**config.mk**
```make
export PLATFORM = sky130hd
export DESIGN_NAME = primus_lvds_rx
export DESIGN_NICKNAME = d
export VERILOG_FILES = /design/src/rtl/primus_pkg.sv /design/src/rtl/primus_sync2.sv /design/src/rtl/primus_lvds_rx.sv
export SDC_FILE = /design/constraint.sdc
export NUM_CORES = 1
export LEC_CHECK = 0
export ABC_CLOCK_PERIOD_IN_PS = 3050
export CORE_MARGIN = 3
export CORE_UTILIZATION = 50
export DETAILED_ROUTE_END_ITERATION = 8
export PLACE_DENSITY = 0.71
export RECOVER_POWER = 100
export SETUP_SLACK_MARGIN = 0.05
export SYNTH_ARGS = -nofsm -noshare
export SYNTH_HDL_FRONTEND = slang
export SYNTH_SLANG_ARGS = --single-unit
```
**constraint.sdc**
```tcl
create_clock -name clk_i -period 3.05 [get_ports clk_i]
set_clock_uncertainty 0.05 [all_clocks]
set_input_delay 0.4575 -clock clk_i [delete_from_list [all_inputs] [get_ports clk_i]]
set_output_delay 0.4575 -clock clk_i [all_outputs]
set_load 0.01 [all_outputs]
```
**src/rtl/primus_pkg.sv**
```systemverilog
// primus_pkg: types and constants shared by the primus LVDS link blocks.
//   rx_state_e              receiver FSM state encoding
//   LVDS_IDLE_P/LVDS_IDLE_N line levels of an idle (logic 1) differential pair
package primus_pkg;

    typedef enum logic [2:0] {
        RX_IDLE,
        RX_START,
        RX_DATA,
        RX_PARITY,
        RX_STOP
    } rx_state_e;

    localparam logic LVDS_IDLE_P = 1'b1;
    localparam logic LVDS_IDLE_N = 1'b0;

endpackage

```
**src/rtl/primus_sync2.sv**
```systemverilog
// primus_sync2: two-flop synchroniser for one asynchronous input bit.
//   clk_i   destination clock
//   rst_ni  asynchronous active-low reset; both flops load RST_VAL
//   d_i     asynchronous input
//   q_o     synchronised output
module primus_sync2 #(
    parameter logic RST_VAL = 1'b0
) (
    input  logic clk_i,
    input  logic rst_ni,
    input  logic d_i,
    output logic q_o
);

    logic meta_q;
    logic sync_q;

    always_ff @(posedge clk_i or negedge rst_ni) begin
        if (!rst_ni) begin
            meta_q <= RST_VAL;
            sync_q <= RST_VAL;
        end else begin
            meta_q <= d_i;
            sync_q <= meta_q;
        end
    end

    assign q_o = sync_q;

endmodule

```
**src/rtl/primus_lvds_rx.sv**
```systemverilog
// primus_lvds_rx: receive side of the primus LVDS serial link.
// Frame: start 0, DATA_W data bits LSB first, optional even parity, stop 1.
//   clk_i         clock, all logic on posedge
//   rst_ni        asynchronous active-low reset
//   lvds_pi/ni    differential input legs (asynchronous)
//   data_o        received word, stable while valid_o
//   valid_o       word available in the holding register
//   ready_i       consumer accepts word when valid_o & ready_i
//   parity_err_o  pulse: parity mismatch, word discarded
//   frame_err_o   pulse: stop bit sampled 0, word discarded
//   line_err_o    pulse: invalid differential level at a sample, frame aborted
//   overrun_o     pulse: good frame completed while holding register full
//
// state     | meaning
// RX_IDLE   | line idle, waiting for a valid 0 (start edge)
// RX_START  | counting to start-bit mid-point, confirm start
// RX_DATA   | sampling DATA_W data bits at mid-bit
// RX_PARITY | sampling the even-parity bit
// RX_STOP   | sampling the stop bit, commit or flag error
module primus_lvds_rx
    import primus_pkg::*;
#(
    parameter int DATA_W       = 16,
    parameter int CLKS_PER_BIT = 8,
    parameter int PARITY_EN    = 1
) (
    input  logic              clk_i,
    input  logic              rst_ni,
    input  logic              lvds_pi,
    input  logic              lvds_ni,
    output logic [DATA_W-1:0] data_o,
    output logic              valid_o,
    input  logic              ready_i,
    output logic              parity_err_o,
    output logic              frame_err_o,
    output logic              line_err_o,
    output logic              overrun_o
);

    localparam int CYC_W = $clog2(CLKS_PER_BIT);
    localparam int IDX_W = $clog2(DATA_W + 1);
    localparam logic [CYC_W-1:0] HALF_TC = CYC_W'(CLKS_PER_BIT / 2 - 1);
    localparam logic [CYC_W-1:0] BIT_TC  = CYC_W'(CLKS_PER_BIT - 1);
    localparam logic [IDX_W-1:0] LAST_IDX = IDX_W'(DATA_W - 1);

    logic p_s, n_s;

    primus_sync2 #(.RST_VAL(LVDS_IDLE_P)) u_sync_p (
        .clk_i (clk_i), .rst_ni(rst_ni), .d_i(lvds_pi), .q_o(p_s)
    );
    primus_sync2 #(.RST_VAL(LVDS_IDLE_N)) u_sync_n (
        .clk_i (clk_i), .rst_ni(rst_ni), .d_i(lvds_ni), .q_o(n_s)
    );

    logic rx_bit, rx_zero, rx_bad;
    assign rx_bit  = p_s;
    assign rx_zero = !p_s && n_s;
    assign rx_bad  = (p_s == n_s);

    rx_state_e         state_q, state_d;
    logic [CYC_W-1:0]  cyc_q, cyc_d;
    logic [IDX_W-1:0]  idx_q, idx_d;
    logic [DATA_W-1:0] shift_q, shift_d;
    logic              par_q, par_d;
    logic [DATA_W-1:0] data_q, data_d;
    logic              valid_q, valid_d;
    logic              perr_q, perr_d;
    logic              ferr_q, ferr_d;
    logic              lerr_q, lerr_d;
    logic              ovr_q, ovr_d;
    logic              commit;

    always_comb begin
        state_d = state_q;
        cyc_d   = cyc_q;
        idx_d   = idx_q;
        shift_d = shift_q;
        par_d   = par_q;
        commit  = 1'b0;
        perr_d  = 1'b0;
        ferr_d  = 1'b0;
        lerr_d  = 1'b0;

        unique case (state_q)
            RX_IDLE: begin
                if (rx_zero) begin
                    state_d = RX_START;
                    cyc_d   = '0;
                end
            end
            RX_START: begin
                if (cyc_q == HALF_TC) begin
                    cyc_d = '0;
                    idx_d = '0;
                    par_d = 1'b0;
                    if (rx_zero) begin
                        state_d = RX_DATA;
                    end else begin
                        // A valid 1 is a short glitch; an invalid level is a line fault.
                        state_d = RX_IDLE;
                        lerr_d  = rx_bad;
                    end
                end else begin
                    cyc_d = cyc_q + 1'b1;
                end
            end
            RX_DATA: begin
                if (cyc_q == BIT_TC) begin
                    cyc_d = '0;
                    if (rx_bad) begin
                        lerr_d  = 1'b1;
                        state_d = RX_IDLE;
                    end else begin
                        // LSB first: after DATA_W shifts the first bit sits at bit 0.
                        shift_d = {rx_bit, shift_q[DATA_W-1:1]};
                        par_d   = par_q ^ rx_bit;
                        if (idx_q == LAST_IDX) begin
                            state_d = (PARITY_EN != 0) ? RX_PARITY : RX_STOP;
                        end else begin
                            idx_d = idx_q + 1'b1;
                        end
                    end
                end else begin
                    cyc_d = cyc_q + 1'b1;
                end
            end
            RX_PARITY: begin
                if (cyc_q == BIT_TC) begin
                    cyc_d = '0;
                    if (rx_bad) begin
                        lerr_d  = 1'b1;
                        state_d = RX_IDLE;
                    end else begin
                        par_d   = par_q ^ rx_bit;
                        state_d = RX_STOP;
                    end
                end else begin
                    cyc_d = cyc_q + 1'b1;
                end
            end
            RX_STOP: begin
                if (cyc_q == BIT_TC) begin
                    cyc_d   = '0;
                    state_d = RX_IDLE;
                    if (rx_bad) begin
                        lerr_d = 1'b1;
                    end else if (!rx_bit) begin
                        ferr_d = 1'b1;
                    end else if ((PARITY_EN != 0) && par_q) begin
                        perr_d = 1'b1;
                    end else begin
                        commit = 1'b1;
                    end
                end else begin
                    cyc_d = cyc_q + 1'b1;
                end
            end
            default: state_d = RX_IDLE;
        endcase
    end

    // Single-entry holding register; a commit during a handshake reloads it.
    always_comb begin
        data_d  = data_q;
        valid_d = valid_q;
        ovr_d   = 1'b0;
        if (commit && valid_q && !ready_i) begin
            ovr_d = 1'b1;
        end else if (commit) begin
            data_d  = shift_q;
            valid_d = 1'b1;
        end else if (valid_q && ready_i) begin
            valid_d = 1'b0;
        end
    end

    always_ff @(posedge clk_i or negedge rst_ni) begin
        if (!rst_ni) begin
            state_q <= RX_IDLE;
            cyc_q   <= '0;
            idx_q   <= '0;
            shift_q <= '0;
            par_q   <= 1'b0;
            data_q  <= '0;
            valid_q <= 1'b0;
            perr_q  <= 1'b0;
            ferr_q  <= 1'b0;
            lerr_q  <= 1'b0;
            ovr_q   <= 1'b0;
        end else begin
            state_q <= state_d;
            cyc_q   <= cyc_d;
            idx_q   <= idx_d;
            shift_q <= shift_d;
            par_q   <= par_d;
            data_q  <= data_d;
            valid_q <= valid_d;
            perr_q  <= perr_d;
            ferr_q  <= ferr_d;
            lerr_q  <= lerr_d;
            ovr_q   <= ovr_d;
        end
    end

    assign data_o       = data_q;
    assign valid_o      = valid_q;
    assign parity_err_o = perr_q;
    assign frame_err_o  = ferr_q;
    assign line_err_o   = lerr_q;
    assign overrun_o    = ovr_q;

endmodule
```
==> impl_metrics.tcl, run 1 <==
set metrics [dict create \
    start_kind "flip-flop" \
    cts_resized 0 \
    portBuffers 25 \
    grt_usage_pct 15.9 \
    clock-root-buffer "clkbuf_8" \
    min_path_type "reg -> reg" \
    cap_violations 0 \
    slowest_delay_ps 570 \
    drive_above_1_share_pct 15.8 \
    synth_cells 174 \
    cp.required_ps 3180 \
    totalWireLength_um 3970 \
    cts_max_level 2 \
    cts_hold_repair.buffers 0 \
    syn_to_final_growth_pct 13.3 \
    ys_warn_count 0 \
    synth.area.top_cells "dfrtp_1, mux2_4, mux2_2" \
    final_common_cell "dfrtp_1" \
    rsz0062_at_grt "false" \
    clk_pin_slew_worst_paths_ps 90 \
    crit_type "reg -> reg" \
    min_from "u_sync_n.meta_q" \
    finalSetupTns_ps 0 \
    gp_congestion 0.795 \
    num_vias 1405 \
    synth.distinct_cells 40 \
    grt_overflow_total 0 \
    fin_crit_sh_pct 77.2 \
    min_to "u_sync_n.q_o" \
    syn_area_um2 2440 \
    ant_nets 0 \
    reg2reg_depth 5 \
    finalHoldViolations 0 \
    place_ws_ps 699 \
    dieArea_um2 5760 \
    first_pass_iters 4 \
    die_h_um 75.9 \
    grt_start_max_net_pins 54 \
    post_cts_buffers 0 \
    cp.arrival_ps 2490 \
    fp.coreArea_um2 4530 \
    viasPerCell 5.26 \
    cts_inserted_buffers 5 \
    pwr_density_cell_nw_per_um2 581 \
    slew_headroom_pct 24.2 \
    ir_worst_vdd_v 0.000308 \
    reg2reg_from "u_sync_p.q_o" \
    yosysTopAreaCell "dfrtp_1" \
    synth_top_area_share_pct 52.3 \
    synth.avg_cell_area_um2 14.0 \
    cp_cell_sequence "inv_1 -> ha_1 -> nor2b_1 -> nand4_4 -> mux2_1" \
    io_pins 26 \
    worst_setup_path_end_kind "flip-flop" \
    cts_tree "yes" \
    finalMaxSlewViolations 0 \
    setup_viol 0 \
    final_cell_mix "dfrtp_1, dlygate4sd3_1, mux2_1, mux2_2, ha_1" \
    fill_cells 365 \
    first_global_vias 1437 \
    clock_sinks 53 \
    synth_nets 191 \
    place_hpwl_um 2730 \
    diodes 0 \
    setup_ws_ps 697 \
    start_util_pct 53.9 \
    leakage_uw 0.00143 \
    drt_iter0_drc 96 \
    fmaxAchievable_ghz 0.425 \
    cts_buffer_depth 2 \
    cp_max_fo 16 \
    grt_pass1_wl_um 6800 \
    die_x_um 75.9 \
    antenna_found_initial 0 \
    synth_seq_cells 53 \
    wl_per_cell_um 14.9 \
    synth-seq-area-share_pct 54.4 \
    min_path_cells 0 \
    status "finished clean" \
    reg2reg_setup_slack_ps 700 \
    slowest_stage "dfstp_1" \
    drcViolationCount 0 \
    r2r-end "data_o[2]" \
    clk_latency_ps 300 \
    rows 24 \
    nets 218 \
    total_power_uw 1610 \
    utilization_pct 61.0 \
    worst_slew_pin_slew_ps 1140 \
    fin_crit_ps 2350 \
]
[synth_stat cells]
cell,instances
a2111oi_4,1
a211oi_1,1
a21boi_0,1
a21oi_1,1
a221oi_1,1
a22oi_1,1
a31oi_1,1
a32o_1,2
and3_1,3
buf_2,2
buf_6,3
dfrtp_1,51
dfstp_2,2
ha_1,12
inv_1,9
mux2_2,16
mux2_4,18
mux2i_1,1
nand2_1,9
nand2_4,1
nand2b_1,1
nand3_1,3
nand3b_1,1
nand4_4,1
nand4b_1,1
nor2_1,7
nor2_2,1
nor2b_1,3
nor3b_1,1
nor3b_2,1
nor3b_4,1
nor4b_1,1
nor4b_4,1
o21a_1,1
o21ai_0,9
o21ai_1,1
o221ai_1,1
o22a_1,1
or2_2,1
xor2_1,1
[per-layer routing]
metal  global-route usage [%]  routed length, µm  vias up
met5                        0                  0        -
met4                     6.41                 51        0
met3                     4.09                130        5
met2                     23.6               1920       24
met1                     22.1               1870      712
li1                         -                  -      664
[report_power, final]
| part | internal [µW] | switching [µW] | total, µW | leakage [µW] |
|---|---|---|---|---|
| combinational | 118 | 136 | 254 | 0.000636 |
| sequential | 741 | 70.3 | 811 | 0.000722 |
| clock | 326 | 216 | 542 | 0.0000681 |
[state kept, by name, indices dropped and copies added (netlist names)]
name,cells
cyc_q,3
data_o,16
frame_err_o,1
idx_q,5
line_err_o,1
overrun_o,1
par_q,1
parity_err_o,1
shift_q,16
state_q,3
u_sync_n.meta_q,1
u_sync_n.q_o,1
u_sync_p.meta_q,1
u_sync_p.q_o,1
valid_o,1
[cell type report]
type / count / area, µm² / share of cell area (%)
clock buffers: 5 / 68.8 / 2.49
clock inverters: 3 / 65.1 / 2.35
inverters: 9 / 33.8 / 1.22
multi-input cells: 107 / 945 / 34.1
flip-flops and latches: 53 / 1330 / 48.0
well taps: 65 / 81.3 / 2.94
repair buffers: 25 / 245 / 8.86
[kinds of logic after synthesis]
| kind of cell | after synthesis | share of synthesized area [%] |
|---|---|---|
| AOI/OAI and AO/OA | 22 | 6.76 |
| xor gates and xnor gates | 1 | 0.359 |
| adders and majority gates | 12 | 6.15 |
| buffers and inverters | 14 | 3.18 |
| DFF | 53 | 54.4 |
| muxes | 35 | 18.9 |
| and+or+nand+nor | 37 | 10.3 |
[critical path: cells and delay by family, from the launching register on]
| family | cells | cell delay [ps] |
|---|---|---|
| fa+ha+maj | 1 | 390 |
| simple gates | 2 | 720 |
| mux | 1 | 420 |
| flops | 1 | 570 |
| buf+inv | 1 | 80 |
[stage by stage]
step	hold slack [ps]	cells	area, µm²
6_report	306	267	2770
5_1_grt	312	267	2770
4_1_cts	311	267	2860
3_5_place_dp	290	259	2730
3_3_place_gp	290	259	2730
2_1_floorplan	112	174	2440
[how the worst max path moves through the flow]
stage                            start         end
final                     u_sync_p.q_o   data_o[2]
after global placement    u_sync_p.q_o   data_o[1]
after floorplan           u_sync_p.q_o   data_o[0]
after global routing      u_sync_p.q_o  state_q[1]
after detailed placement  u_sync_p.q_o  data_o[10]
after CTS                     cyc_q[0]   data_o[4]
(Power assumes the default switching activity.)
==> inputs of run 2 (changes only) <==
--- a/config.mk
+++ b/config.mk
@@ -5,7 +5,7 @@
 export SDC_FILE = /design/constraint.sdc
 export NUM_CORES = 1
 export LEC_CHECK = 0
-export ABC_CLOCK_PERIOD_IN_PS = 3050
+export ABC_CLOCK_PERIOD_IN_PS = 2360
 export CORE_MARGIN = 3
 export CORE_UTILIZATION = 50
 export DETAILED_ROUTE_END_ITERATION = 8
==> constraint.sdc (replaced) <==
create_clock -name clk_i -period 2.36 [get_ports clk_i]
set_clock_uncertainty 0.05 [all_clocks]
set_input_delay 0.354 -clock clk_i [delete_from_list [all_inputs] [get_ports clk_i]]
set_output_delay 0.354 -clock clk_i [all_outputs]
set_load 0.01 [all_outputs]
==> run 2 against run 1 <==
  * Die area unchanged
  * Non-clock buffer count increased by 4
  * Sequential power grew 31%
  * Worst setup slack worse by 540 ps
  * Flip-flop and latch count is the same
  * Design area is 0.32% lower
  * Critical path depth is 1 higher
  * Fmax grew 7.0%
  * Register-to-register slack got worse by 540 ps
==> impl_metrics.tcl, run 2 (synthesized netlist as in run 1, its figures left out) <==
set metrics [dict create \
    fp.coreArea_um2 4530 \
    cts_inserted_buffers 5 \
    first_pass_iters 4 \
    io_pins 26 \
    slew_headroom_pct 12.9 \
    place_hpwl_um 2920 \
    grt_overflow_total 0 \
    start_util_pct 53.9 \
    cp.required_ps 2500 \
    clk_pin_slew_worst_paths_ps 100 \
    finalMaxSlewViolations 0 \
    cp_num_cells 6 \
    die_h_um 75.9 \
    cts_tree "yes" \
    fill_cells 355 \
    fin_crit_sh_pct 93.2 \
    setup_viol 0 \
    r2r-end "data_o[0]" \
    portBuffers 25 \
    clock_sinks 53 \
    reg2reg_setup_slack_ps 160 \
    finalHoldViolations 0 \
    dpl_cell_area_um2 2760 \
    syn_to_final_growth_pct 13.0 \
    crit_start "u_sync_p.q_o" \
    antenna_found_initial 0 \
    crit_type "reg -> reg" \
    slowest_stage "dfstp_2" \
    drive_above_1_share_pct 16.5 \
    clock-root-buffer "clkbuf_8" \
    dp.cells 262 \
    final_area_um2 2760 \
    final_cell_count_no_fill 271 \
    ir_worst_vdd_v 0.000467 \
    hold_slack_ps 270 \
    cap_violations 0 \
    reg2reg_from "u_sync_p.q_o" \
    first_global_vias 1415 \
    diodes 0 \
    ant_nets 0 \
    path_buf_inv 2 \
    endpoint "data_o[0]" \
    die_x_um 75.9 \
    cts_resized 0 \
    start_kind "flip-flop" \
    wl_per_cell_um 14.8 \
    rsz0062_at_grt "true" \
    finalSetupTns_ps 0 \
    grt_start_max_net_pins 30 \
    slowest_delay_ps 560 \
    fin_crit_ps 2200 \
    totalWireLength_um 4020 \
    regArea_um2 1330 \
    worst_slew_pin_slew_ps 1310 \
    drcViolationCount 0 \
    num_vias 1417 \
    drt_iter0_drc 84 \
    final_cell_mix "dfrtp_1, dlygate4sd3_1, mux2_1, mux2_2, ha_1" \
    multiInputGateArea_um2 961 \
    cp.arrival_ps 2330 \
    gp_congestion 0.771 \
    final_common_cell "dfrtp_1" \
    cp_cell_sequence "inv_1 -> ha_1 -> nor2b_1 -> nand4_4 -> clkbuf_4 -> mux2_1" \
    leakage_uw 0.00142 \
    fmaxAchievable_ghz 0.455 \
    crit_family "flip-flops" \
    nets 222 \
    reg2reg_depth 6 \
    clk_latency_ps 300 \
    pwr_density_cell_nw_per_um2 683 \
    status "finished clean" \
    cp_max_fo 16 \
    rows 24 \
    grt_usage_pct 15.8 \
    dieArea_um2 5760 \
    viasPerCell 5.23 \
    cts_max_level 2 \
    worst_setup_path_end_kind "flip-flop" \
    grt_pass1_wl_um 6800 \
    cts_buffer_depth 2 \
    min_path_type "in -> async" \
    utilization_pct 60.8 \
]
[run 2: changes by cell type in the layout (fill, tap and decap cells not counted), sizes merged]
| cell | change |
|---|---|
| bufinv | -2 |
| clkbuf | +5 |
| inv | +1 |
[run 2: how the worst min path moves through the flow]
stage / from / endpoint / slack, ps / depth (start not counted)
after CTS: rst_ni / cyc_q[2] / 3 / 1
after floorplan: rst_ni / cyc_q[0] / 8 / 0
after global routing: u_sync_p.meta_q / u_sync_p.q_o / 310 / 0
after global placement: u_sync_n.meta_q / u_sync_n.q_o / 290 / 0
after detailed placement: u_sync_n.meta_q / u_sync_n.q_o / 300 / 0
final: rst_ni / cyc_q[2] / 270 / 1
[run 2: metrics by stage]
stage	power [µW]	setup WS, ps
after CTS	1920	77.6
after detailed placement	1420	81.2
final	1880	162
after global routing	2000	42.3
after floorplan	1340	276
after global placement	1400	171
[run 2: what timing repair did]
action	in CTS	in global routing
endpoints found under the setup margin	0	17
hold buffers	0	0
setup buffers	0	1
[run 2: cell type report]
cell class,count,area share [%]
repair buffers,29,9.71
clock inverters,2,0.499
well taps,65,2.95
multi-input cells,107,34.8
inverters,9,1.22
clock buffers,6,2.63
flip-flops and latches,53,48.2
[run 2: power breakdown]
| part | internal, µW | switching (µW) | total, µW |
|---|---|---|---|
| registers | 957 | 99.8 | 1060 |
| clock network | 212 | 283 | 494 |
| logic | 160 | 172 | 332 |
| total | 1330 | 555 | 1880 |
[run 2: per-layer routing]
layer	vias to the layer above	wire length [µm]	GRT usage (%)
met1	707	1830	22.0
met2	25	1960	23.3
met4	0	71	5.83
met5	-	0	0
li1	676	-	-
met3	9	156	4.62
